**config.mk**
```make
export PLATFORM = sky130hd
export DESIGN_NAME = circ_drain_accum
export DESIGN_NICKNAME = d
export VERILOG_FILES = /design/src/rtl/circ_drain_accum.sv
export SDC_FILE = /design/constraint.sdc
export NUM_CORES = 1
export LEC_CHECK = 0
export ABC_AREA = 1
export BUFFER_PORTS_ARGS = -buffer_cell sky130_fd_sc_hd__buf_2
export CELL_PAD_IN_SITES_DETAIL_PLACEMENT = 1
export CELL_PAD_IN_SITES_GLOBAL_PLACEMENT = 2
export CORE_MARGIN = 2
export CORE_UTILIZATION = 33
export CTS_CLUSTER_DIAMETER = 30
export DETAILED_ROUTE_END_ITERATION = 12
export PLACE_DENSITY_LB_ADDON = 0.1
export SETUP_SLACK_MARGIN = 0.05
export SKIP_CTS_REPAIR_TIMING = 1
export SYNTH_ARGS = -nofsm -noshare
export SYNTH_HDL_FRONTEND = slang
export SYNTH_SLANG_ARGS = --single-unit
```
**constraint.sdc**
```tcl
create_clock -name clock -period 2 [get_ports clock]
set_clock_uncertainty 0.05 [all_clocks]
set_input_delay 0.2 -clock clock [delete_from_list [all_inputs] [get_ports clock]]
set_output_delay 0.2 -clock clock [all_outputs]
set_load 0.1 [all_outputs]
```
**src/rtl/circ_drain_accum.sv**
```systemverilog
// Drains COUNT words from a registered-read circular buffer and accumulates them
// into a wrapping unsigned sum, then strobes sum_valid for one cycle.
module circ_drain_accum #(
  parameter int DATA_W = 3,
  parameter int COUNT  = 8,
  parameter int SUM_W  = 7
) (
  input  logic              clock,
  input  logic              reset,
  input  logic              start,
  input  logic              empty,
  output logic              rd,
  input  logic [DATA_W-1:0] din,
  output logic              busy,
  output logic [SUM_W-1:0]  sum,
  output logic              sum_valid,
  output logic              sum_ovf
);

  localparam int CNT_W = $clog2(COUNT + 1);
  localparam logic [CNT_W-1:0] LAST    = CNT_W'(COUNT);
  localparam logic [CNT_W-1:0] LAST_M1 = CNT_W'(COUNT - 1);
  localparam logic [CNT_W-1:0] ONE     = CNT_W'(1);

  typedef enum logic [1:0] {IDLE, READ, FLUSH, DONE} state_t;

  state_t             r_state;
  state_t             w_next;
  logic [CNT_W-1:0]   r_issued;
  logic [CNT_W-1:0]   r_received;
  logic               r_vld;
  logic [SUM_W-1:0]   r_sum;
  logic               r_ovf;
  logic               w_rd;
  logic               w_start;
  logic [SUM_W:0]     w_add;

  always_comb begin
    w_next = r_state;
    w_rd   = 1'b0;
    case (r_state)
      IDLE: begin
        if (start) w_next = READ;
      end
      READ: begin
        w_rd = !empty && (r_issued < LAST);
        if (w_rd && (r_issued == LAST_M1)) w_next = FLUSH;
      end
      FLUSH: begin
        if (r_received == LAST) w_next = DONE;
      end
      DONE: begin
        w_next = IDLE;
      end
      default: w_next = IDLE;
    endcase
  end

  // rd is gated by reset so a held reset can never pop the buffer
  assign rd        = reset && w_rd;
  assign w_start   = (r_state == IDLE) && start;
  assign w_add     = {1'b0, r_sum} + (SUM_W + 1)'(din);
  assign busy      = (r_state == READ) || (r_state == FLUSH);
  assign sum_valid = (r_state == DONE);
  assign sum       = r_sum;
  assign sum_ovf   = r_ovf;

  always_ff @(posedge clock) begin
    if (!reset) begin
      r_state <= IDLE;
      r_vld   <= 1'b0;
    end else begin
      r_state <= w_next;
      r_vld   <= rd;
    end
  end

  always_ff @(posedge clock) begin
    if (!reset) begin
      r_issued   <= '0;
      r_received <= '0;
    end else if (w_start) begin
      r_issued   <= '0;
      r_received <= '0;
    end else begin
      if (rd)    r_issued   <= r_issued + ONE;
      if (r_vld) r_received <= r_received + ONE;
    end
  end

  // Data arrives one edge after its read; the carry of the widened add marks a wrap
  always_ff @(posedge clock) begin
    if (!reset) begin
      r_sum <= '0;
      r_ovf <= 1'b0;
    end else if (w_start) begin
      r_sum <= '0;
      r_ovf <= 1'b0;
    end else if (r_vld) begin
      r_sum <= w_add[SUM_W-1:0];
      r_ovf <= r_ovf | w_add[SUM_W];
    end
  end

endmodule

```
==> results.sh <==
export IMPL_cpLargestDelayFamily="buffers and inverters"
export IMPL_critPathBufInv=2
export IMPL_reg2reg_from="sum[0]"
export IMPL_grt_pass1_wl_um=3730
export IMPL_clk_pin_slew_worst_paths_ps=110
export IMPL_yosysSeqAreaShare_pct=36.7
export IMPL_core_mm2=0.00303
export IMPL_setup_tns_ps=0
export IMPL_end_kind="output port"
export IMPL_drc=0
export IMPL_critPathCapture="rd"
export IMPL_finalSetupViolCount=0
export IMPL_r2r_end="sum[6]"
export IMPL_rows=20
export IMPL_clock_path_buffers=2
export IMPL_routedWlPerCell_um=10.8
export IMPL_status="finished clean"
export IMPL_rsz0062_at_grt="no"
export IMPL_grt_max_degree=12
export IMPL_critical_path_required_ps=1750
export IMPL_grt_pass1_vias=895
export IMPL_slowest_delay_ps=350
export IMPL_fin_total_pwr_mw=1.12
export IMPL_die_y_um=60.0
export IMPL_track_usage_pct=13.8
export IMPL_reg2reg_slack_ps=530
export IMPL_max_freq_mhz=553
export IMPL_final_nets=177
export IMPL_cts_sinks=19
export IMPL_h_tree_depth=1
export IMPL_ant_nets=0
export IMPL_hold_class="primary input to register"
export IMPL_io_buffers=17
export IMPL_syn_nets=155
export IMPL_critPathLaunch="r_state[1]"
export IMPL_ff2ff_path_depth=7
export IMPL_floorplan_initialDensity_pct=34.2
export IMPL_yosys_register_bits=19
export IMPL_firstDrtPassIters=4
export IMPL_worstSetupStartpointType="register"
export IMPL_dp_hpwl_um=1720
export IMPL_io_pins=18
export IMPL_drt_iter0_markers=24
export IMPL_cts_tree="yes"
export IMPL_crit_chain="inv_1 -> ha_1 -> nand2_2 -> nor2_4 -> clkbuf_4"
export IMPL_synth_warnings=0
export IMPL_tightest_slew_ps=487
export IMPL_synth_cell_types=19
export IMPL_viasPerCell=4.44
export IMPL_overflow=0
export IMPL_period_share_pct=90.4
export IMPL_slew_viol_final=0
export IMPL_crit_fanout=6
export IMPL_worstSetupPathType="register to output port"
export IMPL_final_area_mm2=0.00121
export IMPL_cts_root_buf="clkbuf_4"
export IMPL_antenna_found_initial=0
export IMPL_die_area_mm2=0.00360
export IMPL_via_count=892
export IMPL_dpl_cell_count=197
export IMPL_critPathSlowestCell="dfxtp_1"
export IMPL_crit_cells=5
export IMPL_antennaDiodeCount=0
export IMPL_drt_wl_total_um=2180
export IMPL_clk_latency_ps=300
export IMPL_syn2layout_area_growth_pct=16.7
export IMPL_drv_cap=0
export IMPL_cts_buffers=3
export IMPL_hold_violations=0
export IMPL_final_layout_size_suffix_gt1_share_pct=22.3
export IMPL_synthCells=136
export IMPL_max_slew_margin_pct=67.8
export IMPL_ir_drop_mv=0.703
export IMPL_place_congestion=0.746
export IMPL_die_w_um=60.0
export IMPL_syn_cell_area_mm2=0.00104
export IMPL_finish_utilization_pct=39.9
export IMPL_cellPowerDensity_mw_per_mm2=926
export IMPL_final_min_clock_period_ps=1810
export IMPL_p_leak_nw=0.558
export IMPL_placed_cell_area_mm2=0.00118
export IMPL_cp_arrival_ps=1560
export IMPL_layoutNonFillerInstCount=201
export IMPL_syn_area_per_cell_um2=7.62
-- worst register-to-register path, stage by stage, from the launching register on --
cell and delay, ps:
dfxtp_2 350, ha_1 200, fa_1 400, nand2_1 130, a21oi_4 80, nand3_1 70
nand2_1 60, a21oi_2 90
-- routing by layer --
layer / share of wire, % / up-vias / wire, µm / track usage [%]
met5: 0 / - / 0 / 0
met4: 0.78 / 0 / 17 / 7.30
met3: 3.4 / 2 / 75 / 2.38
met2: 49 / 15 / 1070 / 23.0
met1: 46 / 404 / 1010 / 16.8
li1: - / 471 / - / -
-- logic make-up after synthesis --
family / after synthesis / synth area share, %
adders and majority gates: 12 / 15.2
xor gates and xnor gates: 2 / 1.69
DFF: 19 / 36.7
buffers and inverters: 23 / 8.70
AOI/OAI and AO/OA: 20 / 11.1
and+or+nand+nor: 60 / 26.6
-- sequential cells by signal, summed over array words and instances, names as in the netlist --
| register | cells |
|---|---|
| sum_ovf | 1 |
| r_vld | 1 |
| r_issued | 4 |
| r_received | 4 |
| sum | 7 |
| r_state | 2 |
-- worst min-delay path by stage --
stage | cells past startpoint | end | start
finish | 3 | r_state[0] | reset
global route | 3 | r_state[0] | reset
CTS | 3 | r_state[0] | reset
detailed placement | 2 | sum_ovf | sum_ovf
global placement | 2 | sum_ovf | sum_ovf
floorplan | 2 | r_state[0] | reset
-- through the flow --
| step | hold WS, ps | worst slack, ps |
|---|---|---|
| after CTS | 119 | 82.1 |
| final | 118 | 193 |
| after global routing | 117 | 84.0 |
| after floorplan | 271 | 90.0 |
| after global placement | 391 | 473 |
| after detailed placement | 399 | 430 |
-- layout by cell type (no fill, tap or decap), drive strengths merged --
master  count
nand2      32
inv        22
dfxtp      19
buf        17
nor2       15
a21oi      14
ha         11
nand3       8
o21ai       6
nand4       5
clkbuf      4
xor2        2
fa          1
clkinv      1
-- cell usage after synthesis (all sizes together) --
cell / number / area, µm²
nand2: 32 / 128
inv: 22 / 82.6
dfxtp: 19 / 380
nor2: 15 / 66.3
a21oi: 14 / 85.1
ha: 11 / 138
nand3: 8 / 50.1
o21ai: 6 / 30.0
nand4: 5 / 31.3
xor2: 2 / 17.5
buf: 1 / 7.51
fa: 1 / 20.0
-- final cells by class --
| type | count | area (µm²) |
|---|---|---|
| tap | 44 | 55.1 |
| multi-input combinational | 94 | 566 |
| clock buffer | 3 | 22.5 |
| clock inverter | 1 | 5.00 |
| timing repair buffer | 18 | 95.1 |
| fill | 391 | 1820 |
| inverter | 22 | 82.6 |
| sequential | 19 | 383 |
-- power by group --
group | leakage, nW | switching (mW) | internal, mW
clock network | 0.0177 | 0.129 | 0.0744
registers | 0.155 | 0.0288 | 0.407
logic | 0.386 | 0.363 | 0.118
(Power assumes the default switching activity.)
